**config.mk**
```make
export PLATFORM = sky130hd
export DESIGN_NAME = clint_icb_arb
export DESIGN_NICKNAME = d
export VERILOG_FILES = /design/src/rtl/clint_icb_arb_pkg.sv /design/src/rtl/clint_arb_id_fifo.sv /design/src/rtl/clint_icb_arb.sv
export SDC_FILE = /design/constraint.sdc
export NUM_CORES = 1
export LEC_CHECK = 0
export CORE_AREA = 10 10 117 119
export CTS_CLUSTER_DIAMETER = 30
export CTS_CLUSTER_SIZE = 30
export DETAILED_ROUTE_END_ITERATION = 10
export DIE_AREA = 0 0 127 129
export GPL_TIMING_DRIVEN = 1
export MAX_ROUTING_LAYER = met4
export PLACE_DENSITY_LB_ADDON = 0.25
export SLEW_MARGIN = 0
export SYNTH_ARGS = -nofsm -noshare
export SYNTH_HDL_FRONTEND = slang
export SYNTH_SLANG_ARGS = --single-unit
export TNS_END_PERCENT = 100
```
**constraint.sdc**
```tcl
create_clock -name clk -period 2.8 [get_ports clk]
set_clock_uncertainty 0.15 [all_clocks]
set_input_delay 0.7 -clock clk [delete_from_list [all_inputs] [get_ports clk]]
set_output_delay 0.7 -clock clk [all_outputs]
set_load 0.02 [all_outputs]
```
**src/rtl/clint_icb_arb_pkg.sv**
```systemverilog
// Shared types and helpers for the two-master ICB arbiter in front of the clint.
// Bus widths mirror the core's address and data widths.
package clint_icb_arb_pkg;

    localparam int ICB_ADDR_W    = 32;
    localparam int ICB_XLEN      = 32;
    localparam int ICB_MASK_W    = ICB_XLEN / 8;
    localparam int ARB_OUTS_DFLT = 2;

    typedef enum logic {
        ARB_IDLE   = 1'b0,
        ARB_LOCKED = 1'b1
    } arb_state_e;

    // Round-robin pick: a lone requester wins, a tie goes to the one not served last.
    function automatic logic rr_pick(input logic v0, input logic v1, input logic last_gnt);
        logic pick;
        if (v0 && v1) begin
            pick = ~last_gnt;
        end else if (v1) begin
            pick = 1'b1;
        end else begin
            pick = 1'b0;
        end
        return pick;
    endfunction

endpackage

```
**src/rtl/clint_arb_id_fifo.sv**
```systemverilog
// In-order FIFO of 1-bit requester IDs for outstanding clint commands.
// A same-cycle push and pop leaves the occupancy unchanged.
module clint_arb_id_fifo import clint_icb_arb_pkg::*; #(
    parameter int DEPTH = ARB_OUTS_DFLT,
    parameter int CNT_W = $clog2(DEPTH + 1)
) (
    input  logic             clk,
    input  logic             rst,
    input  logic             push,
    input  logic             push_id,
    input  logic             pop,
    output logic             empty,
    output logic             head,
    output logic [CNT_W-1:0] cnt
);

    localparam int PTR_W = (DEPTH > 1) ? $clog2(DEPTH) : 1;

    logic [DEPTH-1:0] mem_q, mem_d;
    logic [PTR_W-1:0] wr_ptr_q, wr_ptr_d;
    logic [PTR_W-1:0] rd_ptr_q, rd_ptr_d;
    logic [CNT_W-1:0] cnt_q, cnt_d;

    function automatic logic [PTR_W-1:0] ptr_inc(input logic [PTR_W-1:0] p);
        logic [PTR_W-1:0] n;
        if (p == PTR_W'(DEPTH - 1)) begin
            n = {PTR_W{1'b0}};
        end else begin
            n = p + PTR_W'(1);
        end
        return n;
    endfunction

    // Next-state for storage, pointers and occupancy.
    always_comb begin
        mem_d    = mem_q;
        wr_ptr_d = wr_ptr_q;
        rd_ptr_d = rd_ptr_q;
        cnt_d    = cnt_q;
        if (push) begin
            mem_d[wr_ptr_q] = push_id;
            wr_ptr_d        = ptr_inc(wr_ptr_q);
        end else begin
            wr_ptr_d = wr_ptr_q;
        end
        if (pop) begin
            rd_ptr_d = ptr_inc(rd_ptr_q);
        end else begin
            rd_ptr_d = rd_ptr_q;
        end
        case ({push, pop})
            2'b10:   cnt_d = cnt_q + CNT_W'(1);
            2'b01:   cnt_d = cnt_q - CNT_W'(1);
            default: cnt_d = cnt_q;
        endcase
    end

    // State registers with synchronous reset.
    always_ff @(posedge clk) begin
        if (rst) begin
            mem_q    <= {DEPTH{1'b0}};
            wr_ptr_q <= {PTR_W{1'b0}};
            rd_ptr_q <= {PTR_W{1'b0}};
            cnt_q    <= {CNT_W{1'b0}};
        end else begin
            mem_q    <= mem_d;
            wr_ptr_q <= wr_ptr_d;
            rd_ptr_q <= rd_ptr_d;
            cnt_q    <= cnt_d;
        end
    end

    assign empty = (cnt_q == {CNT_W{1'b0}});
    assign head  = mem_q[rd_ptr_q];
    assign cnt   = cnt_q;

endmodule

```
**src/rtl/clint_icb_arb.sv**
```systemverilog
// Round-robin arbiter sharing the clint ICB slave between the LSU (m0) and the debug bus (m1).
// Grants lock until accepted; an ID FIFO routes each response back to its issuer.
module clint_icb_arb import clint_icb_arb_pkg::*; #(
    parameter int OUTS_DEPTH = ARB_OUTS_DFLT
) (
    input  logic                  clk,
    input  logic                  rst,
    input  logic                  m0_icb_cmd_valid,
    output logic                  m0_icb_cmd_ready,
    input  logic [ICB_ADDR_W-1:0] m0_icb_cmd_addr,
    input  logic                  m0_icb_cmd_read,
    input  logic [ICB_XLEN-1:0]   m0_icb_cmd_wdata,
    input  logic [ICB_MASK_W-1:0] m0_icb_cmd_wmask,
    input  logic [1:0]            m0_icb_cmd_size,
    output logic                  m0_icb_rsp_valid,
    input  logic                  m0_icb_rsp_ready,
    output logic                  m0_icb_rsp_err,
    output logic [ICB_XLEN-1:0]   m0_icb_rsp_rdata,
    input  logic                  m1_icb_cmd_valid,
    output logic                  m1_icb_cmd_ready,
    input  logic [ICB_ADDR_W-1:0] m1_icb_cmd_addr,
    input  logic                  m1_icb_cmd_read,
    input  logic [ICB_XLEN-1:0]   m1_icb_cmd_wdata,
    input  logic [ICB_MASK_W-1:0] m1_icb_cmd_wmask,
    input  logic [1:0]            m1_icb_cmd_size,
    output logic                  m1_icb_rsp_valid,
    input  logic                  m1_icb_rsp_ready,
    output logic                  m1_icb_rsp_err,
    output logic [ICB_XLEN-1:0]   m1_icb_rsp_rdata,
    output logic                  clint_icb_cmd_valid,
    input  logic                  clint_icb_cmd_ready,
    output logic [ICB_ADDR_W-1:0] clint_icb_cmd_addr,
    output logic                  clint_icb_cmd_read,
    output logic [ICB_XLEN-1:0]   clint_icb_cmd_wdata,
    output logic [ICB_MASK_W-1:0] clint_icb_cmd_wmask,
    output logic [1:0]            clint_icb_cmd_size,
    input  logic                  clint_icb_rsp_valid,
    output logic                  clint_icb_rsp_ready,
    input  logic                  clint_icb_rsp_err,
    input  logic [ICB_XLEN-1:0]   clint_icb_rsp_rdata
);

    localparam int CNT_W = $clog2(OUTS_DEPTH + 1);

    arb_state_e       state_q, state_d;
    logic             lock_id_q, lock_id_d;
    logic             last_gnt_q, last_gnt_d;
    logic             gnt_id_s;
    logic             issue_ok_s;
    logic             cmd_accept_s;
    logic             rsp_pop_s;
    logic             fifo_empty_s;
    logic             fifo_head_s;
    logic [CNT_W-1:0] fifo_cnt_s;

    // Grant selection: held on the locked master until its command is taken.
    always_comb begin
        gnt_id_s = 1'b0;
        if (state_q == ARB_LOCKED) begin
            gnt_id_s = lock_id_q;
        end else begin
            gnt_id_s = rr_pick(m0_icb_cmd_valid, m1_icb_cmd_valid, last_gnt_q);
        end
    end

    // Issue is gated by the registered occupancy only, so a pop never frees a slot early.
    assign issue_ok_s          = (fifo_cnt_s != CNT_W'(OUTS_DEPTH));
    assign clint_icb_cmd_valid = (m0_icb_cmd_valid | m1_icb_cmd_valid) & issue_ok_s;
    assign cmd_accept_s        = clint_icb_cmd_valid & clint_icb_cmd_ready;
    assign m0_icb_cmd_ready    = ~gnt_id_s & clint_icb_cmd_ready & issue_ok_s;
    assign m1_icb_cmd_ready    =  gnt_id_s & clint_icb_cmd_ready & issue_ok_s;

    assign clint_icb_cmd_addr  = gnt_id_s ? m1_icb_cmd_addr  : m0_icb_cmd_addr;
    assign clint_icb_cmd_read  = gnt_id_s ? m1_icb_cmd_read  : m0_icb_cmd_read;
    assign clint_icb_cmd_wdata = gnt_id_s ? m1_icb_cmd_wdata : m0_icb_cmd_wdata;
    assign clint_icb_cmd_wmask = gnt_id_s ? m1_icb_cmd_wmask : m0_icb_cmd_wmask;
    assign clint_icb_cmd_size  = gnt_id_s ? m1_icb_cmd_size  : m0_icb_cmd_size;

    // Lock and round-robin history next-state.
    always_comb begin
        state_d    = state_q;
        lock_id_d  = lock_id_q;
        last_gnt_d = last_gnt_q;
        case (state_q)
            ARB_IDLE: begin
                if (clint_icb_cmd_valid && !clint_icb_cmd_ready) begin
                    state_d   = ARB_LOCKED;
                    lock_id_d = gnt_id_s;
                end else begin
                    state_d = ARB_IDLE;
                end
            end
            ARB_LOCKED: begin
                if (cmd_accept_s) begin
                    state_d = ARB_IDLE;
                end else begin
                    state_d = ARB_LOCKED;
                end
            end
            default: state_d = ARB_IDLE;
        endcase
        if (cmd_accept_s) begin
            last_gnt_d = gnt_id_s;
        end else begin
            last_gnt_d = last_gnt_q;
        end
    end

    // Arbiter state registers; m0 wins the first tie after reset.
    always_ff @(posedge clk) begin
        if (rst) begin
            state_q    <= ARB_IDLE;
            lock_id_q  <= 1'b0;
            last_gnt_q <= 1'b1;
        end else begin
            state_q    <= state_d;
            lock_id_q  <= lock_id_d;
            last_gnt_q <= last_gnt_d;
        end
    end

    // With nothing outstanding the response is swallowed so a stale reply cannot hang clint.
    assign clint_icb_rsp_ready = fifo_empty_s ? 1'b1 :
                                 (fifo_head_s ? m1_icb_rsp_ready : m0_icb_rsp_ready);
    assign rsp_pop_s           = clint_icb_rsp_valid & clint_icb_rsp_ready & ~fifo_empty_s;
    assign m0_icb_rsp_valid    = clint_icb_rsp_valid & ~fifo_head_s & ~fifo_empty_s;
    assign m1_icb_rsp_valid    = clint_icb_rsp_valid &  fifo_head_s & ~fifo_empty_s;
    assign m0_icb_rsp_err      = clint_icb_rsp_err;
    assign m1_icb_rsp_err      = clint_icb_rsp_err;
    assign m0_icb_rsp_rdata    = clint_icb_rsp_rdata;
    assign m1_icb_rsp_rdata    = clint_icb_rsp_rdata;

    clint_arb_id_fifo #(
        .DEPTH (OUTS_DEPTH),
        .CNT_W (CNT_W)
    ) u_fifo (
        .clk     (clk),
        .rst     (rst),
        .push    (cmd_accept_s),
        .push_id (gnt_id_s),
        .pop     (rsp_pop_s),
        .empty   (fifo_empty_s),
        .head    (fifo_head_s),
        .cnt     (fifo_cnt_s)
    );

endmodule

```
==> summary.md, run 1 <==
| Metric | Value |
|---|---|
| Cells after Synth | 201 |
| Gr ovfl total | 0 |
| Syn_area_per_cell | 9.18 um2 |
| Vias after detailed routing | 2109 |
| Highest-count cells in the layout ignoring fill and taps | 148 x clkdlybuf4s50_1, 71 x buf_6, 55 x mux2_4 |
| Fin. Hold Viols | 0 |
| Synth area leader | mux2_2 |
| Syn nets | 385 |
| Critical Path Sink Type | output pin |
| # nets final | 578 |
| GPL Wtd Cong | 0.736 |
| H-tree depth | 1 |
| Routed Wire Length | 10600 um |
| All-Layer GR Usage | a little under an eighth |
| Post-synthesis mux area share | between 40% and 50% |
| Max-slew violations | 0 |
| RSZ-0062 raised after global routing | yes |
| Hold Crit Class | reg -> reg |
| Sequential share of the synthesized area | 9.77% |
| Violated checks | setup timing |
| Diodes inserted | 0 |
| Vias in the first global route | roughly 2.4k |
| Sw Ratio | 33.6% |
| Final setup fails | 53 |
| CTS Buffer Depth | 2 |
| Required time of the critical path | roughly 2000 ps |
| Die ar. | 16400 um2 |
| CTS root buf | clkbuf_16 |
| Area growth syn-to-layout | 147% |
| Post-route ant nets | 0 |
| Crit-path most repeated cell | buf_6 |
| DRC violations left | 0 |
| Pin count of the biggest net entering global routing | 18 |
| Reg clk slew, reported paths | around 40 ps |
| Max_cap viols | 0 |
| Run status | complete, but fails checks |
| Worst slew pin tran | 431 ps |
| Combinational power share | 73.1% |
| Clock share of power | around 16% |
| Clock sinks | 9 |
| DP Worst Slack | -849 ps |
| Rel. slew slack | 70.5% |
| Clock Latency Late Sink | 240 ps |
| Seq pwr share | 11.0% |
| Post-layout min period | about 3000 ps |
| Number of distinct library cells after synthesis | 27 |
| Netlist Area Pre-Place | 1840 um2 |
| Hold_buf cts | 0 |
| Net Sw Power | 534 uW |
| Setup ws final | -118 ps |
| Compound-Gate Fraction of Synth Area | 5.36% |
| First-pass DRT Iterations | 4 |
| First-pass GRT wire length | 14900 um |
| Number of synthesized register bits | 9 |
| CTS tree | done |
| Wirelength per Cell | ~20 um |
| Max incr delay on CP | 300 ps |
| I/O pin count | 326 |
| Worst Path Arrival | 2070 ps |
| Initial DRC Count | 59 |
| Synth top area share | 43.4% |
| Final HPWL DP | 8090 um |
| Adder-Cell Fraction of Synth Area | 0.678% |
| Worst path slowest cell | mux2_4 |
| Startpoint Class | input port |
| PortBufs | approximately 230 |
| Ys Warns | 0 |
| Initial antenna violation count | 0 |
| Leak | around 0.0021 uW |
| Synth top area cells | mux2_2 43%, buf_4 29%, dfxtp_1 9.8% |
| Simple-Gate Fraction of Synth Area | 6.58% |
| PwrDens | 349 nW/um2 |
| Internal power | 1060 uW |
| Maximum vdd drop | between 0.0002 and 0.00025 V |
| Crit share post-route | 104% |
| Total power | 1590 uW |
| Via density | 3.93 |
| Share of cells above drive strength 1 | 49.4% |
| Cell Rows | 39 |
| Post-Synth XOR/XNOR Area | 1.90% |
| CTS Buf Count | 3 |
| Crit Path Max Fanout | 5 |
| Critical path type | in -> out |
| Core Area | 11300 um2 |
| Leading cell type in the layout, fill and taps excluded | clkdlybuf4s50_1 |
| Max Clock Freq | around 340 MHz |
| Largest family of logic cells by synthesized area | multiplexers |
| Hold WS | 334 ps |
| CP Cell Sequence | buf_6 > nor2b_4 > a22oi_2 > buf_6 > buf_12 > buf_12 > buf_6 > mux2_4 > buf_6 |
| Die extent in x | 127 um |
| Die height | 129 um |
| Setup TNS | -2810 ps |
| Starting Density | between 10% and 20% |
[worst max-delay path: cells and delay by family]
family	cells	cell delay, ps
mux	1	300
simple gates	1	120
compound gates	1	170
buf+inv	6	760
[path summary, 6_finish.rpt]
check | from | endpoint | slack, ps | cells past startpoint
setup / recovery | m1_icb_cmd_valid | clint_icb_cmd_wmask[3] | -120 | 9
hold / removal | u_fifo.mem_q[0] | u_fifo.mem_q[0] | 330 | 2
setup reg to reg | u_fifo.rd_ptr_q | u_fifo.cnt[1] | 660 | 5
hold reg to reg | u_fifo.mem_q[0] | u_fifo.mem_q[0] | 330 | 2
[cells in the mapped netlist, drive strengths merged]
library cell	count
mux2i	3
a211o	1
nor2	10
nor2b	3
o21ai	5
nand2b	1
a22oi	1
o41ai	1
dfxtp	9
o211ai	2
inv	1
nand2	2
xor2	1
and3	1
buf	76
a21oi	4
xnor2	3
a311oi	1
or3	2
nor3b	1
ha	1
mux2	71
nand4	1
[cell families (layout without fill, tap and decap cells)]
group           Yosys count  count (layout)
compound gates           15              15
buf+inv                  77             269
simple gates             21              21
mux                      74              74
xor+xnor                  4               4
fa+ha+maj                 1               1
flops                     9               9
[per-layer routing]
layer | track usage (%) | vias to the layer above | wire length [um]
met5 | - | - | 0
met4 | 3.08 | 0 | 150
met3 | 3.82 | 26 | 932
met2 | 22.0 | 131 | 5810
met1 | 11.6 | 932 | 3750
li1 | - | 1020 | -
[repair_timing]
action | 4_1_cts | 5_1_grt
pin swaps | 2 | 1
setup endpoints to repair | 77 | 73
gates resized for setup | 378 | 116
setup buffers | 19 | 3
cloned | 6 | 0
[power by group through the flow]
stage	Clock [uW]	Sequential [uW]	Combinational [uW]
after CTS	260	174	1050
after detailed placement	0	175	927
after global placement	0	175	924
after floorplan	0	161	574
after global routing	269	179	1230
final	254	175	1160
[final cells by class]
class	instances	area, um2
clock buffer	4	78.8
fill	1117	6760
tap	143	179
inverter	1	3.75
multi-input combinational	115	1320
timing repair buffer	264	2800
sequential	9	180
[through the flow]
stage	utilization [%]	cells	area (um2)
final	40.3	536	4560
after global routing	40.3	536	4560
after CTS	37.1	535	4200
after detailed placement	33.9	506	3840
after global placement	33.9	506	3840
after floorplan	-	201	1840
(Power assumes the default switching activity.)
==> run 2, diff against run 1 <==
--- a/config.mk
+++ b/config.mk
@@ -13,2 +13,3 @@
 export GPL_TIMING_DRIVEN = 1
+export HOLD_SLACK_MARGIN = 0.03
 export MAX_ROUTING_LAYER = met4
--- a/constraint.sdc
+++ b/constraint.sdc
@@ -4,2 +4,2 @@
 set_output_delay 0.7 -clock clk [all_outputs]
-set_load 0.02 [all_outputs]
+set_load 0.005 [all_outputs]
==> summary.md, run 2 (same netlist as run 1, synthesis figures left out) <==
| Metric | Value |
|---|---|
| PwrDens | 310 nW/um2 (-11%) |
| Fillcell total | 1130 (+1.2%) |
| Area growth syn-to-layout | 150% |
| Reg clk slew, reported paths | 40 ps (about the same) |
| Setup ws final | -169 ps (-51.7 ps) |
| Pin count of the biggest net entering global routing | 19 (+1) |
| Post-Layout Cell Count | 558 (+4.1%) |
| Maximum vdd drop | 0.000158 V (-29%) |
| Seq pwr share | 12.3% (+1.3 points) |
| Largest delay share family, worst path | buffers and inverters |
| R2R Setup Slk | 160 ps (-500 ps) |
| Die ar. | 16400 um2 (unchanged) |
| Initial antenna violation count | 0 (unchanged) |
| Highest-count cells in the layout ignoring fill and taps | 148 x clkdlybuf4s50_1, 59 x buf_6, 37 x mux2_2 |
| I/O pin count | 326 (unchanged) |
| Max_cap viols | 0 (unchanged) |
| Gr ovfl total | 0 (unchanged) |
| Worst slew pin tran | 418 ps (-12.9 ps) |
| Initial DRC Count | 28 (-53%) |
| Startpoint Class | input port |
| Cell Rows | 39 (unchanged) |
| CTS root buf | clkbuf_16 |
| Post-layout min period | 2970 ps (+51.7 ps) |
| Hold Crit Class | reg -> reg |
| Multi-input logic area | 1240 um2 (-6.0%) |
| CTS Buffer Depth | 2 (unchanged) |
| Required time of the critical path | 1950 ps (about the same) |
| Combinational power share | 69.9% (-3.2 points) |
| Placed cell area | 3830 um2 (-0.20%) |
| Bufs and invs on worst path | 9 (+3) |
| Worst path slowest cell | mux2_4 |
| Routed Wire Length | 10900 um (+2.8%) |
| Post-route ant nets | 0 (unchanged) |
| Worst Path Arrival | 2120 ps (+50 ps) |
| FF/Latch Area | 180 um2 (unchanged) |
| Crit share post-route | 106% (+1.8 points) |
| DP Worst Slack | -778 ps (+70.5 ps) |
| DRC violations left | 0 (unchanged) |
| CP Cell Sequence | buf_8 > nand2_4 > buf_6 > a22oi_2 > buf_6 > buf_12 > buf_12 > buf_6 > buf_6 > buf_6 > mux2_4 > buf_6 |
| Internal power | 1040 uW (-1.9%) |
| All-Layer GR Usage | 12.4% (+0.55 points) |
| Sw Ratio | 27.6% (-6.0 points) |
| GPL Wtd Cong | 0.742 (+0.80%) |
| Setup TNS | -4720 ps (-1910 ps) |
| Die extent in x | 127 um (unchanged) |
| Hold_buf cts | 0 (unchanged) |
| CTS tree | done |
| Wirelength per Cell | 19.6 um (-1.3%) |
| Final HPWL DP | 8200 um (+1.3%) |
| Starting Density | 16.3% (unchanged) |
| CTS Buf Count | 3 (unchanged) |
| Vias in the first global route | 2603 (+7.3%) |
| Leak | 0.00206 uW (-0.87%) |
| Max incr delay on CP | 290 ps (about the same) |
| Final setup fails | 54 (+1.9%) |
| Critical Path Sink Type | output pin |
| Vias after detailed routing | 2247 (+6.5%) |
| Leading cell type in the layout, fill and taps excluded | clkdlybuf4s50_1 |
| Critical path type | in -> out |
| Max-slew violations | 0 (unchanged) |
| Total power | 1430 uW (-10%) |
| Post-placement cell count | 505 (-0.20%) |
| Rel. slew slack | 71.3% (+0.88 points) |
| Crit-path most repeated cell | buf_6 |
| Final Cell Area | 4610 um2 (+1.2%) |
| Violated checks | setup timing |
| Fin. Hold Viols | 0 (unchanged) |
| # nets final | 600 (+3.8%) |
| Run status | complete, but fails checks |
| RSZ-0062 raised after global routing | yes |
| PortBufs | 226 (unchanged) |
| First-pass GRT wire length | 15500 um (+4.5%) |
| Clock share of power | 17.9% (+1.9 points) |
| Net Sw Power | 394 uW (-26%) |
| H-tree depth | 1 (unchanged) |
| Share of cells above drive strength 1 | 48.2% (-1.2 points) |
| Core Area | 11300 um2 (unchanged) |
| Max Clock Freq | 337 MHz (-1.7%) |
| Diodes inserted | 0 (unchanged) |
| Clock sinks | 9 (unchanged) |
| Die height | 129 um (unchanged) |
| Crit Path Max Fanout | 4 (-1) |
| Via density | 4.03 (+2.3%) |
| First-pass DRT Iterations | 4 (unchanged) |
| Clock Latency Late Sink | 240 ps (about the same) |
run 2: cell count changes in the layout (fill, tap and decap cells not counted), moves of 3 or more:
cell             delta
mux2_4             -21
buf_2               +3
clkdlybuf4s15_1     +3
buf_4               +8
dlygate4sd2_1      +11
buf_16              -3
mux2_2             +21
clkdlybuf4s15_2     +6
buf_6              -12
buf_8               +6
run 2: repair_timing:
item / CTS / global route
resized for setup: 312 / 56
pin swaps: 2 / 2
setup endpoints to repair: 75 / 62
gates cloned: 6 / 0
setup buffers: 38 / 14
run 2: worst paths after layout:
path	startpoint	endpoint	cells past startpoint
hold reg to reg	lock_id_q	lock_id_q	2
setup reg to reg	last_gnt_q	lock_id_q	19
hold / removal	lock_id_q	lock_id_q	2
setup / recovery	m0_icb_cmd_valid	clint_icb_cmd_wdata[28]	12
run 2: layout make-up:
type | instances | share of cell area, %
multi-input combinational | 115 | 26.9
tap | 143 | 3.88
sequential | 9 | 3.91
inverter | 1 | 0.0814
timing repair buffer | 286 | 63.5
clock buffer | 4 | 1.71
run 2: worst register-to-register path: stages, from the launching register on:
cell	delay, ps
dfxtp_1	390
nand2_4	80
buf_6	110
buf_6	100
buf_6	100
buf_4	130
buf_6	110
buf_6	100
buf_6	100
buf_6	100
buf_6	100
buf_6	100
buf_6	100
buf_4	120
buf_6	100
buf_4	120
buf_4	120
buf_4	120
nand4_1	70
a21oi_1	70
run 2: metal layers:
| layer | wire length [um] | vias up | share of wire [%] | global-route usage [%] |
|---|---|---|---|---|
| li1 | - | 1060 | - | - |
| met1 | 3910 | 1024 | 36 | 12.2 |
| met2 | 6040 | 134 | 55 | 23.5 |
| met3 | 816 | 29 | 7.5 | 3.24 |
| met4 | 179 | 0 | 1.6 | 3.22 |
| met5 | 0 | - | 0 | - |
run 2: power by group through the flow:
| stage | registers [uW] | logic, uW | clock network [uW] |
|---|---|---|---|
| 2_1_floorplan | 161 | 366 | 0 |
| 3_3_place_gp | 176 | 784 | 0 |
| 3_5_place_dp | 176 | 788 | 0 |
| 4_1_cts | 175 | 957 | 259 |
| 5_1_grt | 180 | 1070 | 266 |
| 6_report | 176 | 999 | 255 |
run 2: stage by stage:
step / hold WS [ps] / util (%)
2_1_floorplan: 285 / -
3_3_place_gp: 313 / 33.8
3_5_place_dp: 314 / 33.8
4_1_cts: 329 / 39.1
5_1_grt: 361 / 40.7
6_report: 331 / 40.7
